`src/rtl/uds_rdonce_ctrl.sv`:
```
// uds_rdonce_ctrl: read-once secret store controller.
// Sits between the bus decoder and a synchronous secret ROM. Each secret
// word is handed out at most once per reset, and only while app_mode is low.
// Read data is scrubbed to zero outside the single response cycle.
// A status bank (address MSB = 1) exposes the all-read, lock and app-seen
// flags and the read mask.
// Optional build macro UDS_DENY_CNT_EN: adds an 8-bit saturating counter of
// refused secret-bank accesses, readable at status index 2.
//
// state  | meaning
// -------+--------------------------------------------------------------
// IDLE   | waiting for cs; grants a ROM fetch or loads status/zero response
// FETCH  | ROM word arriving this cycle; captured (or zeroed) into resp_q
// RESP   | ready=1, read_data=resp_q; resp_q cleared on the way out

module uds_rdonce_ctrl #(
    parameter int NUM_WORDS  = 8,
    parameter int DATA_WIDTH = 32,
    parameter int ADDR_WIDTH = 4
) (
    input  logic                  clk,
    input  logic                  reset_n,
    input  logic                  app_mode,
    input  logic                  cs,
    input  logic [ADDR_WIDTH-1:0] address,
    output logic [DATA_WIDTH-1:0] read_data,
    output logic                  ready,
    output logic                  rom_re,
    output logic [ADDR_WIDTH-2:0] rom_addr,
    input  logic [DATA_WIDTH-1:0] rom_data,
    output logic                  locked
);

    localparam int IDX_W = ADDR_WIDTH - 1;

    typedef enum logic [1:0] {
        ST_IDLE  = 2'd0,
        ST_FETCH = 2'd1,
        ST_RESP  = 2'd2
    } state_t;

    state_t                state;
    state_t                state_nxt;

    logic [NUM_WORDS-1:0]  rd_mask;
    logic [NUM_WORDS-1:0]  idx_onehot;
    logic                  app_seen;
    logic                  all_read;
    logic                  lock;
    logic [DATA_WIDTH-1:0] resp_q;
    logic [DATA_WIDTH-1:0] status_val;

    logic                  bank_status;
    logic [IDX_W-1:0]      index;
    logic [31:0]           index_ext;
    logic                  idx_valid;
    logic                  word_read;
    logic                  accept;
    logic                  grant;

    assign bank_status = address[ADDR_WIDTH-1];
    assign index       = address[IDX_W-1:0];
    assign index_ext   = 32'(index);
    assign idx_valid   = index_ext < 32'(NUM_WORDS);

    // Lock is derived from registered flags only, so it trails a grant or an
    // app_mode cycle by one clock.
    assign all_read = &rd_mask;
    assign lock     = app_seen | all_read;
    assign locked   = lock;

    // One-hot decode of the index; stays zero for indices beyond NUM_WORDS.
    always_comb begin
        idx_onehot = '0;
        for (int i = 0; i < NUM_WORDS; i++) begin
            if (index_ext == 32'(i)) begin
                idx_onehot[i] = 1'b1;
            end
        end
    end

    assign word_read = |(rd_mask & idx_onehot);
    assign accept    = (state == ST_IDLE) && cs;
    assign grant     = accept && !bank_status && idx_valid && !lock &&
                       !app_mode && !word_read;

`ifdef UDS_DENY_CNT_EN
    logic [7:0] deny_cnt;

    // Count refused secret-bank accesses, saturating at 255.
    always_ff @(posedge clk or negedge reset_n) begin
        if (!reset_n) begin
            deny_cnt <= 8'd0;
        end else if (accept && !bank_status && !grant && (deny_cnt != 8'hFF)) begin
            deny_cnt <= deny_cnt + 8'd1;
        end
    end
`endif

    // Status bank read mux.
    always_comb begin
        status_val = '0;
        case (index_ext)
            32'd0:   status_val = DATA_WIDTH'({app_seen, lock, all_read});
            32'd1:   status_val = DATA_WIDTH'(rd_mask);
`ifdef UDS_DENY_CNT_EN
            32'd2:   status_val = DATA_WIDTH'(deny_cnt);
`endif
            default: status_val = '0;
        endcase
    end

    // FSM state register.
    always_ff @(posedge clk or negedge reset_n) begin
        if (!reset_n) begin
            state <= ST_IDLE;
        end else begin
            state <= state_nxt;
        end
    end

    // FSM next-state logic; cs is ignored once a transaction has started.
    always_comb begin
        state_nxt = state;
        case (state)
            ST_IDLE: begin
                if (grant) begin
                    state_nxt = ST_FETCH;
                end else if (accept) begin
                    state_nxt = ST_RESP;
                end
            end
            ST_FETCH: state_nxt = ST_RESP;
            ST_RESP:  state_nxt = ST_IDLE;
            default:  state_nxt = ST_IDLE;
        endcase
    end

    // FSM outputs; read_data is forced to zero outside RESP.
    always_comb begin
        ready     = (state == ST_RESP);
        read_data = (state == ST_RESP) ? resp_q : '0;
        rom_re    = grant;
        rom_addr  = grant ? index : '0;
    end

    // Response register: loaded on acceptance or ROM capture, cleared after RESP.
    always_ff @(posedge clk or negedge reset_n) begin
        if (!reset_n) begin
            resp_q <= '0;
        end else begin
            case (state)
                ST_IDLE: begin
                    if (accept) begin
                        resp_q <= bank_status ? status_val : '0;
                    end
                end
                ST_FETCH: resp_q <= app_mode ? '0 : rom_data;
                ST_RESP:  resp_q <= '0;
                default:  resp_q <= '0;
            endcase
        end
    end

    // Sticky read mask and app-mode history; the mask bit survives an
    // app_mode abort during FETCH so the word stays consumed.
    always_ff @(posedge clk or negedge reset_n) begin
        if (!reset_n) begin
            rd_mask  <= '0;
            app_seen <= 1'b0;
        end else begin
            if (grant) begin
                rd_mask <= rd_mask | idx_onehot;
            end
            if (app_mode) begin
                app_seen <= 1'b1;
            end
        end
    end

endmodule
```
`config.mk`:
```
export PLATFORM = sky130hd
export DESIGN_NAME = uds_rdonce_ctrl
export DESIGN_NICKNAME = d
export VERILOG_FILES = /design/src/rtl/uds_rdonce_ctrl.sv
export SDC_FILE = /design/constraint.sdc
export NUM_CORES = 1
export LEC_CHECK = 0
export ABC_AREA = 0
export CAP_MARGIN = 20
export CELL_PAD_IN_SITES_DETAIL_PLACEMENT = 2
export CELL_PAD_IN_SITES_GLOBAL_PLACEMENT = 2
export CORE_ASPECT_RATIO = 1.5
export CORE_MARGIN = 3
export CORE_UTILIZATION = 25
export CTS_BUF_LIST = sky130_fd_sc_hd__clkbuf_16
export CTS_CLUSTER_DIAMETER = 120
export DETAILED_ROUTE_END_ITERATION = 8
export GPL_ROUTABILITY_DRIVEN = 0
export GPL_TIMING_DRIVEN = 0
export MAX_ROUTING_LAYER = met4
export PLACE_DENSITY_LB_ADDON = 0.2
export SETUP_SLACK_MARGIN = 0.02
export SLEW_MARGIN = 15
export SYNTH_ARGS = -nofsm -noshare
export SYNTH_HDL_FRONTEND = slang
export SYNTH_SLANG_ARGS = --single-unit
```
`constraint.sdc`:
```
create_clock -name clk -period 2.1 [get_ports clk]
set_clock_uncertainty 0.05 [all_clocks]
set_input_delay 0.42 -clock clk [delete_from_list [all_inputs] [get_ports clk]]
set_output_delay 0.42 -clock clk [all_outputs]
set_load 0.01 [all_outputs]
```
==> impl_metrics.json, run 1 <==
{
  "status": "finished with violations",
  "violations": "setup timing",
  "required_ns": 1.63,
  "ant_nets": 0,
  "cts.htree.levels": 2,
  "globalRouteOverflowTotal": 0,
  "synth_nets": 228,
  "stdcell_count": 408,
  "tightestPinTransition_ns": 0.5151,
  "reg2reg_depth": 6,
  "dieArea_um2": 9652,
  "grt_pass1_vias": 2224,
  "setup_violations": 4,
  "clk_latency_ns": 0.29,
  "core_um2": 8158,
  "dpl_worst_slack_ns": -0.8929,
  "synth.largest_area_cell": "dfrtp_1",
  "cts_tree": "yes",
  "setup_ws_ns": -0.1490,
  "max_freq_ghz": 0.4446,
  "yosys_register_bits": 43,
  "path_max_fanout": 4,
  "p_leak_nw": 1.645,
  "clock_path_buffers": 2,
  "yosysSeqAreaShare": 0.5071,
  "drtIter0Drc": 38,
  "die_w_um": 81.23,
  "area_growth_pct": 60.44,
  "syn_inst": 188,
  "path_class": "input pin to output port",
  "grt_max_degree": 32,
  "std_cell_rows": 40,
  "post-route-period-util": 1.071,
  "fin_nets": 342,
  "finalCriticalPeriod_ns": 2.249,
  "cts-root-buf": "clkbuf_16",
  "hpwl_mm": 5.186,
  "die_h_um": 118.8,
  "worst_setup_path_start_kind": "input pin",
  "min_path_type": "input pin to flop",
  "hold_viol_final": 0,
  "layout_common_cells": "39 x dfrtp_1, 32 x clkdlybuf4s50_1, 26 x buf_4, 25 x and2_1, 24 x a22o_1",
  "track_usage": 0.1713,
  "slew-limit-headroom": 0.6566,
  "netlist_area_um2": 2122,
  "clk_pin_slew_worst_paths_ns": 0.06,
  "routed_wirelength_mm": 7.561,
  "rsz0062_at_grt": "yes",
  "antenna_found_initial": 0,
  "synth_area_leaders": "dfrtp_1 51%, a22o_1 9.9%, and2_1 9.4%, a221oi_1 2.9%, nor2_1 2.5%",
  "drtPass1Iterations": 4,
  "ys_types": 45,
  "power_density_nw_per_um2": 549.9,
  "ios": 78,
  "drive_above_1_share": 0.3366,
  "cts.sinks": 43,
  "portBuffers": 76,
  "vias": 1972,
  "worstSetupEndpointType": "output port",
  "wl_per_cell_um": 18.53,
  "avgSynthCellArea_um2": 11.29,
  "grt_first_pass_wirelength_mm": 12.19,
  "irDropWorstVdd_mv": 0.3926,
  "cp.arrival_ns": 1.78,
  "dpl.cell_count": 370,
  "final_common_cell": "dfrtp_1",
  "yosysWarningCount": 0,
  "start_util": 0.2601,
  "cts_buffers": 5,
  "slew_viol_final": 0,
  "synth_top_area_share": 0.5071,
  "cap_viol_max_count": 0,
  "vias_per_cell": 4.833,
  "whs_path_depth": 2,
  "fill_cells": 869,
  "n_antenna_cell": 0,
  "drcViolationCount": 0
}
-- cell usage after synthesis (all sizes together) --
master   instances
a221oi           7
nand4            2
or3              1
dfrtp           43
nor3             8
o211ai           1
clkbuf           9
a22oi            1
and2            32
o21bai           1
a21oi            4
nor4             1
nand4b           1
or2              2
nor2            15
o21ai            3
and4b            1
o211a            1
and4             1
a22o            24
nand3b           1
inv              1
nand4bb          1
mux2i            4
nor3b            1
a2111oi          2
and3             1
buf              6
nand2            4
a41o             1
nor2b            2
a31o             3
a21o             3
-- where the power goes --
| group | switching (mW) | internal [mW] | total, mW |
|---|---|---|---|
| combinational | 0.125 | 0.153 | 0.278 |
| clock | 0.312 | 0.430 | 0.742 |
| sequential | 0.00851 | 0.843 | 0.852 |
| total | 0.446 | 1.43 | 1.87 |
-- flip-flops by register name, indices dropped and copies added, names as in the netlist --
signal and cells:
resp_q 32, state 2, rd_mask 8, app_seen 1
-- final cells by class --
class | count | area (µm²) | share of cell area
flip-flops and latches | 43 | 1081 | 0.3175
multi-input cells | 129 | 1011 | 0.2969
repair buffers | 108 | 927.1 | 0.2723
well taps | 105 | 131.4 | 0.03859
clock buffers | 5 | 125.1 | 0.03675
plain buffers | 14 | 112.6 | 0.03308
clock inverters | 3 | 12.51 | 0.003675
inverters | 1 | 3.754 | 0.001103
-- critical path, stage by stage --
cell             delay (ns)
clkdlybuf4s15_1        0.22
or2_4                  0.27
nand4bb_4              0.26
nor4_2                 0.30
dlygate4sd2_1          0.30
-- through the flow --
| step | TNS, ns | instance area [µm²] | total power, mW | utilization | hold WS (ns) |
|---|---|---|---|---|---|
| 3_3_place_gp | -43.18 | 3014 | 1.087 | 0.3695 | 0.4294 |
| 4_1_cts | -0.4457 | 3372 | 1.885 | 0.4133 | 0.3801 |
| 6_report | -0.4059 | 3405 | 1.872 | 0.4173 | 0.3912 |
| 5_1_grt | -0.7404 | 3405 | 1.965 | 0.4173 | 0.3894 |
| 2_1_floorplan | 0 | 2122 | 0.9457 | - | 0.07441 |
| 3_5_place_dp | -13.75 | 3029 | 1.094 | 0.3713 | 0.2920 |
-- layer usage --
metal	track usage	wire length, µm
met4	0.05708	120
met2	0.2989	4164
met5	-	0
met3	0.03026	333
met1	0.1938	2943
-- cells by family after synthesis --
kind of cell,after synthesis,share of synthesized area
AND/OR/NAND/NOR,74,0.2211
AO/OA/AOI/OAI,51,0.2070
flip-flops,43,0.5071
buffers and inverters,16,0.04598
multiplexers,4,0.01887
-- worst paths after layout --
kind / end / start / slack [ns]
worst min-delay path: rd_mask[6] / address[1] / 0.39
max in group asynchronous: rd_mask[4] / reset_n / 1.00
worst min register to register: resp_q[14] / resp_q[14] / 0.44
min in group asynchronous: resp_q[10] / reset_n / 0.51
worst max register to register: resp_q[0] / state[1] / 0.26
worst max-delay path: rom_addr[1] / app_mode / -0.15
-- repair_timing --
item | CTS | global route
endpoints found under the setup margin | 38 | 36
endpoints found under the hold margin | 12 | 0
hold buffers | 1 | 0
buffers inserted | 22 | 7
gates cloned | 0 | 1
gates resized for setup | 109 | 50
pin swaps | 8 | 3
Power figures use the tool's default switching activity.
==> run 2, diff against run 1 <==
Settings changed: CORE_UTILIZATION 25 to 27, CTS_CLUSTER_SIZE from default to 30, REMOVE_ABC_BUFFERS from default to 1.
==> impl_metrics.json, run 2 (synthesized netlist as in run 1, its figures left out) <==
{
  "setup_violations": 4,
  "path_class": "flop to output port",
  "ant_nets": 0,
  "clk_latency_ns": 0.29,
  "grt_first_pass_wirelength_mm": 12.19,
  "grt_max_degree": 25,
  "r2r_end": "resp_q[1]",
  "drtIter0Drc": 44,
  "violations": "setup timing",
  "hold_viol_final": 0,
  "area_growth_pct": 62.62,
  "whs_ns": 0.08772,
  "drcViolationCount": 0,
  "rsz0062_at_grt": "yes",
  "cp.depth": 5,
  "routed_wirelength_mm": 8.135,
  "drive_above_1_share": 0.3333,
  "slew_viol_final": 0,
  "biggestRegsByFlops": "resp_q (32), rd_mask (8), state (2)",
  "max_freq_ghz": 0.4329,
  "cts_tree": "yes",
  "drtPass1Iterations": 3,
  "cts.htree.levels": 2,
  "tightestPinTransition_ns": 0.5998,
  "grt_pass1_vias": 2195,
  "top_register": "resp_q",
  "dieArea_um2": 8981,
  "antenna_found_initial": 0,
  "crit_path_end": "rom_re",
  "status": "finished with violations",
  "min_path_type": "input pin to asynchronous set/reset pin",
  "cts-root-buf": "clkbuf_16",
  "die_w_um": 78.39,
  "fill_cells": 816,
  "final_common_cell": "dfrtp_1",
  "wl_per_cell_um": 20.09,
  "setup_ws_ns": -0.2100,
  "start_util": 0.2788,
  "cts.sinks": 43,
  "multi_input_area_um2": 1006,
  "ios": 78,
  "globalRouteOverflowTotal": 0,
  "vias": 1988,
  "core_um2": 7612,
  "worstSetupEndpointType": "output port",
  "hpwl_mm": 5.148,
  "worst-path-buf-inv": 2,
  "cts_buffers": 5,
  "cpPeakStageDelay_ns": 0.39,
  "post-route-period-util": 1.100,
  "track_usage": 0.1857,
  "clk_pin_slew_worst_paths_ns": 0.06,
  "regArea_um2": 1081,
  "cp.arrival_ns": 1.84,
  "crit_start": "app_seen",
  "fin_nets": 342,
  "worst_setup_path_start_kind": "flop",
  "rr_startpoint": "state[1]",
  "rrSetupSlack_ns": 0.14,
  "layout_common_cells": "39 x dfrtp_1, 35 x buf_4, 32 x and2_1, 32 x clkdlybuf4s50_1, 24 x a22o_1",
  "portBuffers": 77,
  "largest_register_ffs": 32,
  "power_density_nw_per_um2": 610.6,
  "path_cells": "or2_4, nand4bb_4, buf_6, a2111oi_4, buf_2",
  "slowest_stage": "dfrtp_1",
  "path_max_fanout": 3,
  "vias_per_cell": 4.909,
  "ctsHoldBuffers": 0,
  "path_delay_family": "simple AND/OR/NAND/NOR gates",
  "n_antenna_cell": 0,
  "reg2reg_depth": 6,
  "clock_path_buffers": 2,
  "irDropWorstVdd_mv": 0.2816,
  "std_cell_rows": 39,
  "finalCriticalPeriod_ns": 2.310,
  "fin_util": 0.4533,
  "slew-limit-headroom": 0.5980,
  "cap_viol_max_count": 0,
  "required_ns": 1.63,
  "die_h_um": 114.6,
  "p_leak_nw": 1.696
}
[run 2: cell count changes in the layout (fill, tap and decap cells not counted), moves of 3 or more]
cell / delta
and2_1: +7
and2_4: -7
buf_4: +9
buf_6: -4
clkbuf_1: -5
clkdlybuf4s15_1: -3
dlygate4sd2_1: +5
[run 2: how the worst min path moves through the flow]
| stage | endpoint | cells past startpoint |
|---|---|---|
| 2_1_floorplan | app_seen | 0 |
| 6_report | resp_q[3] | 1 |
| 5_1_grt | resp_q[13] | 1 |
| 4_1_cts | resp_q[31] | 1 |
| 3_5_place_dp | resp_q[16] | 1 |
| 3_3_place_gp | resp_q[14] | 1 |
[run 2: report_power, final]
part	internal [mW]	leakage, nW	switching, mW
sequential	0.843	0.579	0.00985
combinational	0.124	1.02	0.121
clock	0.677	0.0952	0.332
[run 2: worst register-to-register path: stages (launching register included)]
cell	delay, ns
dfrtp_2	0.44
buf_4	0.15
buf_4	0.15
nor3_2	0.52
buf_4	0.32
a221oi_1	0.09
a21oi_1	0.17
[run 2: layout make-up]
class / instances / area share
well taps: 102 / 0.03698
repair buffers: 122 / 0.3024
clock buffers: 5 / 0.03626
inverters: 1 / 0.001088
clock inverters: 3 / 0.01849
flip-flops and latches: 43 / 0.3133
multi-input cells: 129 / 0.2915
[run 2: per-layer routing]
layer | track usage | part of all wire | vias to the layer above
met5 | - | 0 | -
met1 | 0.1919 | 0.38 | 1010
met2 | 0.3513 | 0.56 | 53
li1 | - | - | 916
met4 | 0.06301 | 0.019 | 0
met3 | 0.03071 | 0.035 | 9
[run 2: repair_timing]
item                                    CTS  global route
pin swaps                                 7             6
setup buffers                            29            11
endpoints found under the setup margin   38            22
cloned                                    0             1
gates resized for setup                  87            48
[run 2: stage by stage]
stage	worst slack (ns)	area (µm²)	power, mW	TNS, ns	instances
3_5_place_dp	-1.060	3017	1.085	-16.56	357
3_3_place_gp	-2.124	2927	1.068	-137.30	352
6_report	-0.2100	3451	2.107	-0.8157	405
4_1_cts	-0.2024	3413	2.108	-0.5605	394
5_1_grt	-0.2743	3451	2.181	-1.091	405
2_1_floorplan	-0.3745	2028	0.9256	-10.99	173
==> run 3, diff against run 2 <==
Settings changed: CTS_CLUSTER_DIAMETER 120 to 50, PLACE_DENSITY from default to 0.85, PLACE_DENSITY_LB_ADDON 0.2 to default.
==> impl_metrics.json, run 3 (synthesized netlist as in run 1, its figures left out) <==
{
  "track_usage": 0.1932,
  "portBuffers": 77,
  "final_common_cell": "dfrtp_1",
  "ant_nets": 0,
  "worstSetupEndpointType": "output port",
  "clock_path_buffers": 2,
  "grt_pass1_vias": 2315,
  "vias_per_cell": 4.970,
  "top_register": "resp_q",
  "hpwl_mm": 5.281,
  "globalRouteOverflowTotal": 0,
  "grt_max_degree": 33,
  "path_max_fanout": 4,
  "irDropWorstVdd_mv": 0.2737,
  "finalCriticalPeriod_ns": 2.334,
  "cts_buffers": 5,
  "worst_hold_startpoint": "app_mode",
  "switching_share": 0.2426,
  "cts-root-buf": "clkbuf_16",
  "drtIter0Drc": 52,
  "fill_cells": 821,
  "pwr-share-clk": 0.410,
  "cell_internal_pwr_mw": 1.397,
  "cap_viol_max_count": 0,
  "cts.sinks": 43,
  "cp.arrival_ns": 1.86,
  "status": "finished with violations",
  "drcViolationCount": 0,
  "clk_latency_ns": 0.29,
  "power_density_nw_per_um2": 545.8,
  "dpl.cell_count": 357,
  "min_path_type": "input pin to flop",
  "setup_violations": 4,
  "n_antenna_cell": 0,
  "antenna_found_initial": 0,
  "slew-limit-headroom": 0.3578,
  "postPlaceCellArea_um2": 3004,
  "rr_startpoint": "state[1]",
  "die_w_um": 78.39,
  "violations": "setup timing",
  "drtPass1Iterations": 4,
  "stdcell_count": 397,
  "path_cells": "or2_4, nand4bb_4, buf_6, a2111oi_4, buf_2",
  "setup_ws_ns": -0.2336,
  "cts_tree": "yes",
  "path_delay_family": "simple AND/OR/NAND/NOR gates",
  "biggestRegsByFlops": "resp_q (32), rd_mask (8), state (2)",
  "core_um2": 7612,
  "finish.instance_area_um2": 3379,
  "slowest_stage": "dfrtp_1",
  "pwr-share-comb": 0.128,
  "max_freq_ghz": 0.4285,
  "start_util": 0.2788,
  "area_growth_pct": 59.26,
  "hold_viol_final": 0,
  "std_cell_rows": 39,
  "largest_register_ffs": 32,
  "fin_nets": 334,
  "dieArea_um2": 8981,
  "die_h_um": 114.6,
  "p_leak_nw": 1.596,
  "layout_common_cells": "38 x dfrtp_1, 32 x and2_1, 32 x clkdlybuf4s50_1, 27 x buf_4, 24 x a22o_1",
  "worst_setup_path_start_kind": "flop",
  "drive_above_1_share": 0.2780,
  "tightestPinTransition_ns": 0.9623,
  "p_sw_mw": 0.4475,
  "vias": 1973,
  "worst-path-buf-inv": 2,
  "rsz0062_at_grt": "yes",
  "slew_viol_final": 0,
  "required_ns": 1.63,
  "grt_first_pass_wirelength_mm": 12.81,
  "clk_pin_slew_worst_paths_ns": 0.06,
  "cts.htree.levels": 2,
  "post-route-period-util": 1.111,
  "cpPeakStageDelay_ns": 0.39,
  "ios": 78,
  "pwr-share-seq": 0.463,
  "crit_start": "app_seen",
  "routed_wirelength_mm": 7.978,
  "path_class": "flop to output port",
  "wl_per_cell_um": 20.10
}
[run 3: cell count changes in the layout (fill, tap and decap cells not counted), sizes merged, moves of 2 or more]
cell / before / now
buf: 56 / 44
bufinv: 2 / 0
clkbuf: 20 / 14
clkdlybuf4s15: 4 / 20
dlygate4sd2: 13 / 7
[run 3: layout make-up]
cell class	count	area, µm²	area share
clock buffer	5	125.1	0.03702
clock inverter	3	16.27	0.004813
inverter	1	3.754	0.001111
multi-input combinational	129	1006	0.2977
sequential	43	1082	0.3203
tap	102	127.6	0.03776
timing repair buffer	114	1018	0.3014
[run 3: path summary, 6_finish.rpt]
check | to | slack, ns | depth (start not counted)
max in group asynchronous | rd_mask[7] | 0.99 | 3
worst max-delay path | rom_re | -0.23 | 5
worst min register to register | resp_q[15] | 0.46 | 1
worst min-delay path | app_seen | 0.40 | 2
min in group asynchronous | resp_q[3] | 0.52 | 2
worst max register to register | resp_q[21] | 0.01 | 5
[run 3: what timing repair did]
item,in CTS,in global routing
pin swaps,7,10
buffers inserted,28,4
hold buffers,1,0
endpoints found under the hold margin,11,0
endpoints found under the setup margin,39,25
gates resized for setup,84,42
[run 3: power groups by stage]
| stage | registers (mW) | logic [mW] | clock network [mW] |
|---|---|---|---|
| CTS | 0.853 | 0.228 | 0.786 |
| global route | 0.854 | 0.257 | 0.824 |
| floorplan | 0.866 | 0.0598 | 0 |
| detailed placement | 0.870 | 0.218 | 0 |
| finish | 0.853 | 0.235 | 0.756 |
| global placement | 0.868 | 0.198 | 0 |
[run 3: per-layer routing]
layer	wire (µm)	global-route usage	share of wire	up-vias
met2	4347	0.3495	0.54	73
met1	3038	0.2025	0.38	988
met5	0	-	0	-
met4	257	0.08285	0.032	0
li1	-	-	-	896
met3	334	0.03780	0.042	16
[run 3: metrics by stage]
step | power (mW) | util | setup TNS [ns] | setup WS, ns | hold slack, ns
finish | 1.844 | 0.4440 | -0.5794 | -0.2336 | 0.4033
global route | 1.935 | 0.4440 | -1.680 | -0.2996 | 0.4103
CTS | 1.867 | 0.4403 | -0.4840 | -0.1855 | 0.3690
detailed placement | 1.088 | 0.3946 | -15.38 | -1.103 | 0.2747
global placement | 1.066 | 0.3845 | -131.22 | -1.992 | 0.4292
floorplan | 0.9256 | - | -10.99 | -0.3745 | 0.07441
